--- src/rtl/lane_queue_counter_pkg.sv ---
// +----------------------------------------------------------------------+
// | lane_queue_counter_pkg : shared traffic constants (lane count, count |
// | width, lane index names).                      rev 1.0               |
// +----------------------------------------------------------------------+
`default_nettype none

package lane_queue_counter_pkg;

  localparam int NUM_LANES = 8;
  localparam int CNT_W     = 8;

  localparam int N1 = 0;
  localparam int N2 = 1;
  localparam int E1 = 2;
  localparam int E2 = 3;
  localparam int S1 = 4;
  localparam int S2 = 5;
  localparam int W1 = 6;
  localparam int W2 = 7;

endpackage

`default_nettype wire

--- src/rtl/lane_queue_counter_lane.sv ---
// +----------------------------------------------------------------------+
// | lane_counter : one lane's edge-detected arrival counter with rate-   |
// | limited departures and a sticky saturation flag.   rev 1.0           |
// +----------------------------------------------------------------------+
`default_nettype none

module lane_counter
  import lane_queue_counter_pkg::*;
#(
  parameter int CNT_W       = lane_queue_counter_pkg::CNT_W,
  parameter int DEPART_RATE = 1
) (
  input  logic             clk,
  input  logic             rst,
  input  logic             clr,
  input  logic             arrive,
  input  logic             green,
  input  logic             depart_tick,
  output logic [CNT_W-1:0] count,
  output logic             sat
);

  localparam logic [CNT_W:0] C_RATE = (CNT_W+1)'(DEPART_RATE);
  localparam logic [CNT_W:0] C_MAX  = {1'b0, {CNT_W{1'b1}}};

  logic           r_prev;
  logic           w_arr;
  logic           w_dep;
  logic [CNT_W:0] w_sum;
  logic [CNT_W:0] w_dec;
  logic [CNT_W:0] w_res;

  // One extra bit so arrival at max and the departure floor are both visible.
  always_comb begin
    w_arr = arrive & ~r_prev;
    w_dep = green & depart_tick;
    w_sum = {1'b0, count} + {{CNT_W{1'b0}}, w_arr};
    w_dec = '0;
    if (w_dep) begin
      w_dec = (w_sum < C_RATE) ? w_sum : C_RATE;
    end
    w_res = w_sum - w_dec;
  end

  // prev loads ones on reset so a sensor held through reset is not counted.
  always_ff @(posedge clk) begin
    if (rst) begin
      r_prev <= 1'b1;
      count  <= '0;
      sat    <= 1'b0;
    end else begin
      r_prev <= arrive;
      if (clr) begin
        count <= '0;
        sat   <= 1'b0;
      end else if (w_res > C_MAX) begin
        count <= C_MAX[CNT_W-1:0];
        sat   <= 1'b1;
      end else begin
        count <= w_res[CNT_W-1:0];
      end
    end
  end

endmodule

`default_nettype wire

--- src/rtl/lane_queue_counter.sv ---
// +----------------------------------------------------------------------+
// | lane_queue_counter : per-lane vehicle queue counters fed by loop     |
// | sensors and drained on green departure ticks.      rev 1.0           |
// +----------------------------------------------------------------------+
`default_nettype none

module lane_queue_counter
  import lane_queue_counter_pkg::*;
#(
  parameter int NUM_LANES   = lane_queue_counter_pkg::NUM_LANES,
  parameter int CNT_W       = lane_queue_counter_pkg::CNT_W,
  parameter int DEPART_RATE = 1
) (
  input  logic                            clk,
  input  logic                            rst,
  input  logic [NUM_LANES-1:0]            arrive,
  input  logic [NUM_LANES-1:0]            green,
  input  logic                            depart_tick,
  input  logic                            clr,
  output logic [NUM_LANES-1:0][CNT_W-1:0] lane,
  output logic [NUM_LANES-1:0]            sat
);

  for (genvar i = 0; i < NUM_LANES; i++) begin : g_lanes
    lane_counter #(
      .CNT_W       (CNT_W),
      .DEPART_RATE (DEPART_RATE)
    ) u_lane (
      .clk         (clk),
      .rst         (rst),
      .clr         (clr),
      .arrive      (arrive[i]),
      .green       (green[i]),
      .depart_tick (depart_tick),
      .count       (lane[i]),
      .sat         (sat[i])
    );
  end

endmodule

`default_nettype wire

--- config.mk ---
export PLATFORM = sky130hd
export DESIGN_NAME = lane_queue_counter
export DESIGN_NICKNAME = d
export VERILOG_FILES = /design/src/rtl/lane_queue_counter_pkg.sv /design/src/rtl/lane_queue_counter_lane.sv /design/src/rtl/lane_queue_counter.sv
export SDC_FILE = /design/constraint.sdc
export NUM_CORES = 1
export LEC_CHECK = 0
export ABC_AREA = 1
export BUFFER_PORTS_ARGS = -buffer_cell sky130_fd_sc_hd__buf_4
export CAP_MARGIN = 20
export CORE_ASPECT_RATIO = 0.6
export CORE_MARGIN = 1.5
export CORE_UTILIZATION = 40
export CTS_CLUSTER_DIAMETER = 200
export DETAILED_ROUTE_END_ITERATION = 6
export PLACE_DENSITY = 0.64
export SYNTH_ARGS = -nofsm -noshare
export SYNTH_HDL_FRONTEND = slang
export SYNTH_SLANG_ARGS = --single-unit
--- constraint.sdc ---
create_clock -name clk -period 8 [get_ports clk]
set_input_delay 2 -clock clk [delete_from_list [all_inputs] [get_ports clk]]
set_output_delay 2 -clock clk [all_outputs]
set_load 0.02 [all_outputs]
==> Word level (Yosys, flattened, before mapping) <==
Index checks and enable logic that the tools add are counted.
{ "totals": {"ff_bits": 80, "output_inout_bits": 72} }
{ "classes": {"addsub": 16, "magnitude_cmp": 16, "muxes": 24, "bitwise_logic": 24, "n_reduce_logical": 1} }
{ "ops": {"columns": ["op", "count"], "rows": [
  ["9-bit 2-to-1 mux", 16],
  ["8-bit by 1-bit adder with 9-bit output", 8],
  ["9-bit by 8-bit > comparator with 1-bit output (second input constant)", 8],
  ["9-bit by 1-bit < comparator with 1-bit output (second input constant)", 8],
  ["9-bit subtractor", 8],
  ["8-bit 2-to-1 mux", 8],
  ["1-bit AND", 16],
  ["1-bit inverter", 8],
  ["2-bit OR reduction", 1]
]} }

==> Depth between registers and ports, before layout <==
{ "depth": {"depth_word": 9, "depth_mapped": 25, "mapped_depth_nobuf": 25} }

==> By module <==
From an unflattened synthesis, not the netlist that was laid out.
{ "unflattened": {"cells_unflattened": 1338, "area_unflattened_um2": 7892.6} }
{ "by_module_without_submodules": {"columns": ["module", "n_inst", "cells_per_inst", "area_each_um2", "seq_area_each_um2"], "rows": [
  ["lane_counter (g_lanes[2].u_lane ...)", 5, 168, 988.4, 200.2],
  ["lane_counter (g_lanes[0].u_lane ...)", 3, 166, 983.4, 200.2]
]} }

==> Worst setup path after synthesis <==
No wires, ideal clock.
{ "synth_path": {"path_kind": "input to register", "from": "in arrive[5]", "to": "reg g_lanes[5].u_lane.count[5]", "arrival_ns": 4.359, "required_time_ns": 7.872, "path_slack_ns": 3.514, "path_stages": 23, "path_cell_list": "inv_1 > nor2_1 > ha_1 > ha_1 > nand3_2 > nor2_1 > nand3_1 > nand2_1 > inv_1 > nand3_1 > nand2_1 > inv_1 > ha_1 > inv_1 > fa_1 > nand3_1 > nand3_1 > nand2_1 > nand2_1 > nand2_2 > nand2_2 > nor2_1 > nor2_1"} }
{ "synth_between": {"elab_chain_cells": 8} }
{ "synth_rtl": {"columns": ["element", "line", "source"], "rows": [
  ["from (decl)", "lane_queue_counter.sv:16", "input logic [NUM_LANES-1:0] arrive,"],
  ["1-bit AND *", "lane_queue_counter_lane.sv:35", "w_arr = arrive & ~r_prev;"],
  ["8-bit by 1-bit adder with 9-bit output *", "lane_queue_counter_lane.sv:37", "w_sum = {1'b0, count} + {{CNT_W{1'b0}}, w_arr};"],
  ["9-bit by 1-bit < comparator with 1-bit output", "lane_queue_counter_lane.sv:40", "w_dec = (w_sum < C_RATE) ? w_sum : C_RATE;"],
  ["9-bit 2-to-1 mux", "lane_queue_counter_lane.sv:40", null],
  ["9-bit 2-to-1 mux", "lane_queue_counter_lane.sv:39", "if (w_dep) begin"],
  ["9-bit subtractor *", "lane_queue_counter_lane.sv:42", "w_res = w_sum - w_dec;"],
  ["9-bit by 8-bit > comparator with 1-bit output", "lane_queue_counter_lane.sv:56", "end else if (w_res > C_MAX) begin"],
  ["8-bit 2-to-1 mux *", "lane_queue_counter_lane.sv:56", null],
  ["to (signal assigned)", "lane_queue_counter_lane.sv:57", "count <= C_MAX[CNT_W-1:0];"],
  ["to (signal assigned)", "lane_queue_counter_lane.sv:60", "count <= w_res[CNT_W-1:0];"],
  ["to (decl)", "lane_queue_counter_lane.sv:19", "output logic [CNT_W-1:0] count,"]
]} }
Mark *: on every way between the ends. The rest lies on a longest branch, timed or not.
A chain may end at the register's enable or synchronous reset.

==> Worst setup path in the final report <==
{ "layout_path": {"from": "in arrive[6]", "to": "reg g_lanes[6].u_lane.count[4]"} }
{ "layout_between": {"elab_chain_cells": 8} }
{ "layout_rtl": {"columns": ["element", "line"], "rows": [
  ["1-bit AND *", "lane_queue_counter_lane.sv:35"],
  ["8-bit by 1-bit adder with 9-bit output *", "lane_queue_counter_lane.sv:37"],
  ["9-bit by 1-bit < comparator with 1-bit output", "lane_queue_counter_lane.sv:40"],
  ["9-bit 2-to-1 mux", "lane_queue_counter_lane.sv:40"],
  ["9-bit 2-to-1 mux", "lane_queue_counter_lane.sv:39"],
  ["9-bit subtractor *", "lane_queue_counter_lane.sv:42"],
  ["9-bit by 8-bit > comparator with 1-bit output", "lane_queue_counter_lane.sv:56"],
  ["8-bit 2-to-1 mux *", "lane_queue_counter_lane.sv:56"],
  ["to (signal assigned)", "lane_queue_counter_lane.sv:57"],
  ["to (signal assigned)", "lane_queue_counter_lane.sv:60"],
  ["to (decl)", "lane_queue_counter_lane.sv:19"]
]} }
Marked as above.

==> metrics.md <==
| Metric | Value |
|---|---|
| Post-route ant nets | `0` |
| Period utilization | `58.9%` |
| Synth area leader | `nand2_1` |
| Vias in the first global route | `7097` |
| Final setup vio count | `0` |
| Antenna violations before repair | `0` |
| # IOs | `92` |
| Gpl congestion | `0.897` |
| Seq cells post-synth | `80` |
| Worst hold slack | `0.515 ns` |
| Port Buffers | `91` |
| Via count | `7866` |
| Worst clock skew | `0.00620 ns` |
| Via/cell ratio | `4.51` |
| Hold Crit Depth | `4` |
| Fin Setup TNS | `0 ns` |
| GRT Total Usage | `20.8%` |
| CP required | `8.25 ns` |
| Setup CP Type | `primary input to flip-flop` |
| Depth of the most critical reg-to-reg path | `22` |
| Synth Flop Type | `dfxtp_1` |
| Synth area leaders | `nand2_1, dfxtp_1, inv_1` |
| Post-Syn Instances | `1316` |
| Worst-path clk slew | `0.06 ns` |
| Worst Hold Class | `flip-flop to flip-flop` |
| Row count | `39` |
| Gr ovfl total | `0` |
| Share of layout cells above drive strength 1 | `10.4%` |
| P&R area growth vs syn | `18.9%` |
| Residual DRC count | `0` |
| Most used cell along the critical path | `nand2_1` |
| Delay-heaviest family, CP | `simple AND/OR/NAND/NOR gates` |
| Die H | `112 µm` |
| Mean post-synth cell area | `5.99 µm²` |
| DR iter-0 viols | `549` |
| First-pass GRT wire length | `34.2 mm` |
| Core area | `19200 µm²` |
| Slowest cell on the critical path | `ha_1` |
| Largest net degree at the start of global routing | `50` |
| Maximum fanout along the worst path | `9` |
| CP endpoint kind | `flip-flop` |
| Static leakage | `5.83 nW` |
| Status | `finished, final reports clean` |
| Die Wd | `184 µm` |
| Placed insts | `1728` |
| Clock root cell | `clkbuf_16` |
| Dpl hpwl | `16.4 mm` |
| Drt wl/cell | `11.8 µm` |
| Post-CTS Setup Bufs | `0` |
| Sequential share of the synthesized area | `20.3%` |
| Crit path buffers/inverters | `5` |
| WP depth | `24` |
| Maximum vdd drop | `0.0000939 V` |
| Fin area | `9380 µm²` |
| Max-cap violations | `0` |
| CTS max path bufs | `2` |
| Share of the synthesized area in the top cell type | `22.5%` |
| Crit path DAT | `4.96 ns` |
| Initial core utilization | `41.1%` |
| CTS Buf Count | `9` |
| Worst Max-Slew Pin Slew | `0.649 ns` |
| Router iterations before antenna repair | `5` |
| Antenna fix cells | `0` |
| Post-cts sizing count | `0` |
| # hold bufs at CTS | `0` |
| Max Slew Vio Count | `0` |
| Routed WL | `20.5 mm` |
| CTS tree | `done` |
| Min Clock Period, post-route | `4.71 ns` |
| Post-synth EDFFs | `0` |
| CP Cell Sequence | `buf_4 > inv_1 > nor2_1 > ha_1 > ha_1 > or2_2 > nor2_1 > nand2_1 > nor2_1 > nand4_1 > nand2_1 > inv_1 > ha_1 > inv_1 > fa_1 > nand3_1 > nand3_1 > nand2_1 > nand2_1 > nand2_1 > nand2_2 > nand2_1 > nand2_1 > inv_1` |
| Final hold violation count | `0` |
| NumNets Final | `1590` |
| Netlist Area Pre-Place | `7890 µm²` |
| Warnings from Yosys | `0` |
| Max-slew headroom | `56.8%` |
| Pwr Density | `150 nW/µm²` |
| # fillers | `2011` |
| Post-synth cell types | `31` |
| Post-placement cell area | `9060 µm²` |
| Clock sinks | `80` |
| Max Fclk | `212 MHz` |
| RSZ-0062 raised after global routing | `no` |
| Post-synth ARST share | `0%` |
| Startpoint class of the critical path | `primary input` |
| Worst skew pair latency | `0.35 ns` |
| Post-Layout Cell Count | `1744` |
| CTS H-tree depth | `3` |
| Die area | `20600 µm²` |
| Largest stage delay, worst path | `0.35 ns` |
==> path summary, 6_finish.rpt <==
kind	start	to	slack, ns
min reg2reg	g_lanes[4].u_lane.sat	g_lanes[4].u_lane.sat	0.52
min	g_lanes[4].u_lane.sat	g_lanes[4].u_lane.sat	0.52
max	arrive[6]	g_lanes[6].u_lane.count[4]	3.29
max reg2reg	g_lanes[4].u_lane.r_prev	g_lanes[4].u_lane.count[3]	4.79
==> state kept, by name, summed over array words and instances (netlist names) <==
name,flops
g_lanes.u_lane.count,64
g_lanes.u_lane.r_prev,8
g_lanes.u_lane.sat,8
==> report_power, final <==
part	total, mW	internal, mW	leakage [nW]	switching, mW
combinational	0.520	0.201	5.02	0.319
sequential	0.464	0.429	0.665	0.0352
clock	0.425	0.249	0.139	0.177
==> Yosys cell counts, types with 2 or more instances <==
| master | n |
|---|---|
| nand4_1 | 37 |
| inv_1 | 299 |
| a21oi_2 | 2 |
| clkbuf_1 | 3 |
| dfxtp_1 | 80 |
| buf_4 | 8 |
| xor2_1 | 6 |
| a21o_1 | 7 |
| nand3b_1 | 11 |
| nor2_1 | 75 |
| nand3_2 | 12 |
| nand2_1 | 473 |
| fa_1 | 8 |
| buf_6 | 3 |
| or2_2 | 8 |
| a21oi_1 | 41 |
| buf_2 | 3 |
| clkinv_1 | 3 |
| nor2_2 | 5 |
| xnor2_1 | 24 |
| nand3_1 | 93 |
| o21ai_0 | 7 |
| nand2_2 | 13 |
| ha_1 | 88 |
==> placed cells by master, fill, tap and decap left out, drive strengths merged <==
master,netlist,final
a21o,7,7
a21oi,43,43
buf,14,93
bufinv,0,1
clkbuf,3,12
clkinv,3,4
clkinvlp,0,1
conb,1,72
dfxtp,80,80
fa,8,8
ha,88,88
inv,300,300
nand2,487,487
nand3,105,105
nand3b,12,12
nand4,37,37
nor2,81,81
nor3,2,2
o21ai,7,7
or2,8,8
xnor2,24,24
xor2,6,6
==> layout make-up <==
cell class	instances	area [µm²]	share of cell area (%)
Timing Repair Buffer	93	718	7.66
Sequential cell	80	1600	17.1
Tap cell	266	333	3.55
Multi-Input combinational cell	987	5300	56.5
Inverter	303	1140	12.1
Clock buffer	12	246	2.63
Clock inverter	3	42.5	0.454
==> stage by stage <==
step / total power, mW / util [%] / worst slack, ns
6_report: 1.41 / 48.9 / 3.29
3_3_place_gp: 0.981 / 47.3 / 2.99
2_1_floorplan: 0.844 / - / 3.51
5_1_grt: 1.52 / 48.9 / 2.97
3_5_place_dp: 0.985 / 47.3 / 2.95
4_1_cts: 1.42 / 48.8 / 3.31
==> worst min-delay path, cell delays in order, from the launching register on <==
cell	delay [ns]
dfxtp_1	0.31
inv_1	0.05
nand2_1	0.04
nand2_1	0.05
inv_1	0.03
==> layer usage <==
layer	vias to the layer above	global-route usage [%]	part of all wire (%)
met5	-	0	0
met2	145	30.5	39
met1	3467	31.7	56
met3	16	3.21	4.1
li1	4238	-	-
met4	0	4.37	0.89
==> cells by family (layout without fill, tap and decap cells) <==
logic type                 after synthesis  count (layout)  share of synthesized area [%]
other                                    1              72                         0.0476
AOI/OAI and AO/OA                       57              57                           3.94
xor gates and xnor gates                30              30                           3.33
DFF                                     80              80                           20.3
adders and majority gates               96              96                           16.0
buffers and inverters                  320             411                           15.9
and+or+nand+nor                        732             732                           40.4
Note: power is estimated with default switching activity, not from simulation.
